===== src/rtl/core.sv =====
// Shared core types.
//   ALU_OP : operation code seen by the shared integer ALU.
package core;

   typedef enum logic [3:0] {
      ADD  = 4'd0,
      SUB  = 4'd1,
      AND  = 4'd2,
      OR   = 4'd3,
      XOR  = 4'd4,
      SLL  = 4'd5,
      SRL  = 4'd6,
      SRA  = 4'd7,
      SLT  = 4'd8,
      SLTU = 4'd9
   } ALU_OP;

endpackage


===== src/rtl/alu_share_arbiter.sv =====
// alu_share_arbiter
// Shares one combinational ALU between two requesters (port 0: EX-stage integer
// path, port 1: branch/compare side-path). Round-robin grant, at most one issue
// per cycle, result captured into a 1-entry per-port response buffer one edge
// after accept.
//
// Ports
//   clk, rst_n                      clock, async active-low reset
//   flush                           drop buffered responses, block issue this cycle
//   reqN_valid/ready                request handshake (ready is the grant)
//   reqN_op1/op2/operation/tag      request payload
//   alu_op1/op2/operation           drive to the shared ALU
//   alu_result                      ALU result, same cycle
//   rspN_valid/ready/data/tag       buffered response handshake and payload
//
// Response buffer FSM (one per port)
//   state     | meaning
//   RSP_EMPTY | no result held; port eligible for issue
//   RSP_FULL  | result held stable until rspN_ready; re-issue only with ready
module alu_share_arbiter
   import core::*;
#(
   parameter int Data_Width = 32,
   parameter int TAG_W      = 4
) (
   input  logic                  clk,
   input  logic                  rst_n,
   input  logic                  flush,

   input  logic                  req0_valid,
   output logic                  req0_ready,
   input  logic [Data_Width-1:0] req0_op1,
   input  logic [Data_Width-1:0] req0_op2,
   input  ALU_OP                 req0_operation,
   input  logic [TAG_W-1:0]      req0_tag,

   input  logic                  req1_valid,
   output logic                  req1_ready,
   input  logic [Data_Width-1:0] req1_op1,
   input  logic [Data_Width-1:0] req1_op2,
   input  ALU_OP                 req1_operation,
   input  logic [TAG_W-1:0]      req1_tag,

   output logic [Data_Width-1:0] alu_op1,
   output logic [Data_Width-1:0] alu_op2,
   output ALU_OP                 alu_operation,
   input  logic [Data_Width-1:0] alu_result,

   output logic                  rsp0_valid,
   input  logic                  rsp0_ready,
   output logic [Data_Width-1:0] rsp0_data,
   output logic [TAG_W-1:0]      rsp0_tag,

   output logic                  rsp1_valid,
   input  logic                  rsp1_ready,
   output logic [Data_Width-1:0] rsp1_data,
   output logic [TAG_W-1:0]      rsp1_tag
);

   typedef enum logic {
      RSP_EMPTY = 1'b0,
      RSP_FULL  = 1'b1
   } rsp_state_t;

   rsp_state_t            state0_q, state0_d;
   rsp_state_t            state1_q, state1_d;
   logic [Data_Width-1:0] data0_q, data0_d;
   logic [Data_Width-1:0] data1_q, data1_d;
   logic [TAG_W-1:0]      tag0_q, tag0_d;
   logic [TAG_W-1:0]      tag1_q, tag1_d;
   logic                  last_grant_q, last_grant_d;

   logic                  elig0, elig1;
   logic                  grant0, grant1;

   always_ff @(posedge clk or negedge rst_n) begin
      if (!rst_n) begin
         state0_q     <= RSP_EMPTY;
         state1_q     <= RSP_EMPTY;
         data0_q      <= '0;
         data1_q      <= '0;
         tag0_q       <= '0;
         tag1_q       <= '0;
         last_grant_q <= 1'b1;
      end else begin
         state0_q     <= state0_d;
         state1_q     <= state1_d;
         data0_q      <= data0_d;
         data1_q      <= data1_d;
         tag0_q       <= tag0_d;
         tag1_q       <= tag1_d;
         last_grant_q <= last_grant_d;
      end
   end

   // A FULL buffer can take a new result only when it is being drained in
   // the same cycle. Grants are forced low while reset is held.
   always_comb begin
      elig0  = req0_valid & ~flush & ((state0_q == RSP_EMPTY) | rsp0_ready);
      elig1  = req1_valid & ~flush & ((state1_q == RSP_EMPTY) | rsp1_ready);
      grant0 = rst_n & elig0 & (~elig1 | last_grant_q);
      grant1 = rst_n & elig1 & (~elig0 | ~last_grant_q);
   end

   always_comb begin
      state0_d      = state0_q;
      state1_d      = state1_q;
      data0_d       = data0_q;
      data1_d       = data1_q;
      tag0_d        = tag0_q;
      tag1_d        = tag1_q;
      last_grant_d  = last_grant_q;
      alu_op1       = '0;
      alu_op2       = '0;
      alu_operation = ADD;

      if (grant0) begin
         alu_op1       = req0_op1;
         alu_op2       = req0_op2;
         alu_operation = req0_operation;
         last_grant_d  = 1'b0;
      end else if (grant1) begin
         alu_op1       = req1_op1;
         alu_op2       = req1_op2;
         alu_operation = req1_operation;
         last_grant_d  = 1'b1;
      end

      // flush wins over everything; grants are already blocked by it.
      if (flush) begin
         state0_d = RSP_EMPTY;
      end else if (grant0) begin
         state0_d = RSP_FULL;
         data0_d  = alu_result;
         tag0_d   = req0_tag;
      end else if ((state0_q == RSP_FULL) && rsp0_ready) begin
         state0_d = RSP_EMPTY;
      end

      if (flush) begin
         state1_d = RSP_EMPTY;
      end else if (grant1) begin
         state1_d = RSP_FULL;
         data1_d  = alu_result;
         tag1_d   = req1_tag;
      end else if ((state1_q == RSP_FULL) && rsp1_ready) begin
         state1_d = RSP_EMPTY;
      end
   end

   assign req0_ready = grant0;
   assign req1_ready = grant1;
   assign rsp0_valid = (state0_q == RSP_FULL);
   assign rsp1_valid = (state1_q == RSP_FULL);
   assign rsp0_data  = data0_q;
   assign rsp1_data  = data1_q;
   assign rsp0_tag   = tag0_q;
   assign rsp1_tag   = tag1_q;

endmodule

===== config.mk =====
export PLATFORM = sky130hd
export DESIGN_NAME = alu_share_arbiter
export DESIGN_NICKNAME = d
export VERILOG_FILES = /design/src/rtl/core.sv /design/src/rtl/alu_share_arbiter.sv
export SDC_FILE = /design/constraint.sdc
export NUM_CORES = 1
export LEC_CHECK = 0
export ABC_CLOCK_PERIOD_IN_PS = 3100
export CORE_AREA = 2 2 128 130
export CTS_CLUSTER_SIZE = 20
export DETAILED_ROUTE_END_ITERATION = 7
export DIE_AREA = 0 0 130 132
export PLACE_DENSITY_LB_ADDON = 0.15
export REMOVE_ABC_BUFFERS = 1
export SKIP_LAST_GASP = 1
export SYNTH_ARGS = -nofsm -noshare
export SYNTH_HDL_FRONTEND = slang
export SYNTH_SLANG_ARGS = --single-unit

===== constraint.sdc =====
create_clock -name clk -period 3.1 [get_ports clk]
set_input_delay 0.775 -clock clk [delete_from_list [all_inputs] [get_ports clk]]
set_output_delay 0.775 -clock clk [all_outputs]
set_load 0.05 [all_outputs]

==> flow_metrics.py <==
metrics = {
    "power": {
        "p_total_w": 0.00476,
        "leakage_nw": 3.50,
        "power.density_mw_per_mm2": 552,
        "ir_drop_uv": 534,
    },
    "critical_path": {
        "cp_common_cell": "buf_12",
        "startpoint_type": "input pin",
        "cp_num_buf_inv": 4,
        "crit_fanout": 27,
        "worstPathRequired_ns": 2.32,
        "critPathMaxStageDelay_ns": 0.25,
        "slowest_stage": "dlygate4sd2_1",
        "reg2reg_slack_ns": 0.94,
        "critPathCaptureType": "output pin",
        "crit_path_cell_trace": "dlygate4sd2_1 -> nor2b_4 -> a211oi_4 -> buf_4 -> buf_12 -> a22oi_1 -> nor2_1 -> buf_12",
        "critical_path_class": "input pin to output pin",
        "crit_family": "buffers and inverters",
        "crit_arrival_ns": 2.25,
    },
    "layout": {
        "nets": 849,
        "final_cells": 887,
        "drive_above_1_share": 0.319,
        "layout_common_cells": "clkdlybuf4s50_1, buf_12, dfrtp_1, a22oi_1, nor2_1",
        "area_growth_pct": 127,
        "final_common_cell": "clkdlybuf4s50_1",
    },
    "logic_synthesis": {
        "yosys_warnings": 0,
        "synth_area_mm2": 0.00379,
        "ys_seq_area_frac": 0.495,
        "synthCells": 331,
        "synth_seq_cells": 75,
        "postSynthAreaPerCell_um2": 11.5,
        "yosys.cell_types.count": 23,
    },
    "timing": {
        "worstMarginPinSlew_ns": 0.946,
        "period_share": 0.975,
        "setup_viol": 0,
        "finalMaxSlewViolations": 0,
        "skew_ns": 0.00602,
        "slew_headroom": 0.370,
        "rsz0062_at_grt": "true",
        "hold_viol": 0,
        "period_needed_ns": 3.02,
        "max_freq_mhz": 331,
    },
    "floorplanning": {
        "die_w_um": 130,
        "core_area_mm2": 0.0157,
        "die_y_um": 132,
        "die_area_mm2": 0.0172,
        "rows": 46,
        "io_pins": 327,
        "initial_core_util": 0.241,
    },
    "global_routing": {
        "track_usage": 0.210,
        "antenna_found_initial": 3,
        "overflow": 0,
        "grt_max_degree": 78,
        "grt_first_pass_wirelength_um": 27300,
        "grt_pass1_vias": 4387,
    },
    "route": {
        "vias": 4106,
        "wirelength_um": 18400,
        "ant_nets": 0,
        "drtPass1Iterations": 4,
        "drc_errors": 0,
        "routedWlPerCell_um": 20.7,
        "drtIter0Drc": 156,
        "via_per_inst": 4.63,
    },
    "placed_design": {
        "place_congestion": 0.836,
        "place_inst": 862,
        "io_buffers": 326,
        "dpl.hpwl_um": 14000,
    },
    "clock_tree": {
        "cts_tree": "built",
        "numCtsBuffers": 9,
        "clkLatencyLatePin_ns": 0.33,
        "cts_buffer_depth": 2,
        "clock-root-buffer": "clkbuf_16",
        "cts.sinks": 75,
        "htree_levels": 3,
        "path_clk_slew_ns": 0.05,
    },
    "flow_run": {
        "max-cap-violations": 0,
    },
    "hold_path": {
        "hold_path.class": "flop to flop",
    },
    "status": {
        "status": "completed",
    },
}
-- cell families (layout without fill, tap and decap cells) --
kind of cell | after synthesis | in the layout | synth area share
flip-flops | 75 | 75 | 0.495
multiplexers | 72 | 72 | 0.232
AO/OA/AOI/OAI | 76 | 76 | 0.152
buffers and inverters | 32 | 371 | 0.0419
other | 0 | 1 | 0
AND/OR/NAND/NOR | 76 | 76 | 0.0792
-- power breakdown --
group | switching (W) | leakage (nW) | internal, W
combinational | 0.00139 | 2.47 | 0.00104
clock | 0.000391 | 0.141 | 0.000604
sequential | 0.000125 | 0.892 | 0.00121
total | 0.00191 | 3.50 | 0.00285
-- timing repair --
action | in CTS | in global routing
setup endpoints to repair | 68 | 47
hold buffers | 0 | 0
setup buffers | 6 | 0
resized for setup | 38 | 3
pin swaps | 19 | 8
cloned | 4 | 0
-- state kept, by name, indices dropped and copies added, names as in the netlist --
| signal | flops |
|---|---|
| rsp0_data | 32 |
| rsp1_data | 32 |
| last_grant_q | 1 |
| rsp1_tag | 4 |
| rsp0_tag | 4 |
| rsp1_valid | 1 |
| rsp0_valid | 1 |
-- layout make-up --
type	instances	area [µm²]
fill	1362	7100
clock buffer	12	267
multi-input combinational	224	1860
antenna	1	2.50
clock inverter	3	21.3
tap	216	270
timing repair buffer	353	4300
inverter	3	11.3
sequential	75	1880
-- metrics by stage --
stage               utilization  cell area, µm²  hold slack, ns  setup slack, ns  setup TNS, ns
CTS                       0.549            8630           0.508           0.0210              0
floorplan                     -            3640           0.479            -1.79        -133.57
detailed placement        0.513            8060           0.491           -0.258         -11.85
global route              0.548            8610           0.522          -0.0185        -0.0765
global placement          0.513            8060           0.488           -0.235         -11.00
finish                    0.548            8610           0.506           0.0773              0
-- final timing paths --
kind                               startpoint       endpoint  cells past startpoint
worst max-delay path               req1_valid    alu_op2[26]                      8
worst max register to register     rsp0_valid  rsp0_data[27]                      7
worst min-delay path            rsp0_data[12]  rsp0_data[12]                      1
max in group asynchronous               rst_n  rsp0_data[15]                      2
worst min register to register  rsp0_data[12]  rsp0_data[12]                      1
min in group asynchronous               rst_n  rsp1_data[12]                      2
-- layer usage --
metal / vias up / track usage / routed length, µm
met2: 187 / 0.375 / 9600
met5: - / 0 / 28
li1: 1873 / - / -
met1: 2025 / 0.241 / 6910
met3: 17 / 0.0779 / 1680
met4: 4 / 0.0388 / 159
-- Yosys cell counts --
library cell	number	area, µm²
dfstp_2	1	26.3
a21o_1	1	7.51
nor2_1	69	259
o211a_1	2	20.0
dfrtp_1	74	1850
nor2b_2	1	8.76
a211oi_2	1	12.5
nor2b_1	2	12.5
mux2_4	18	270
clkinv_1	1	3.75
nand2_1	2	7.51
a31oi_1	2	12.5
buf_4	2	15.0
inv_1	2	7.51
buf_6	3	33.8
nand2b_1	2	12.5
buf_2	7	35.0
a22oi_1	68	510
mux2_2	54	608
o21ai_0	1	5.00
clkbuf_1	16	60.1
a211o_1	1	8.76
buf_1	1	3.75
Note: power is estimated with default switching activity, not from simulation.
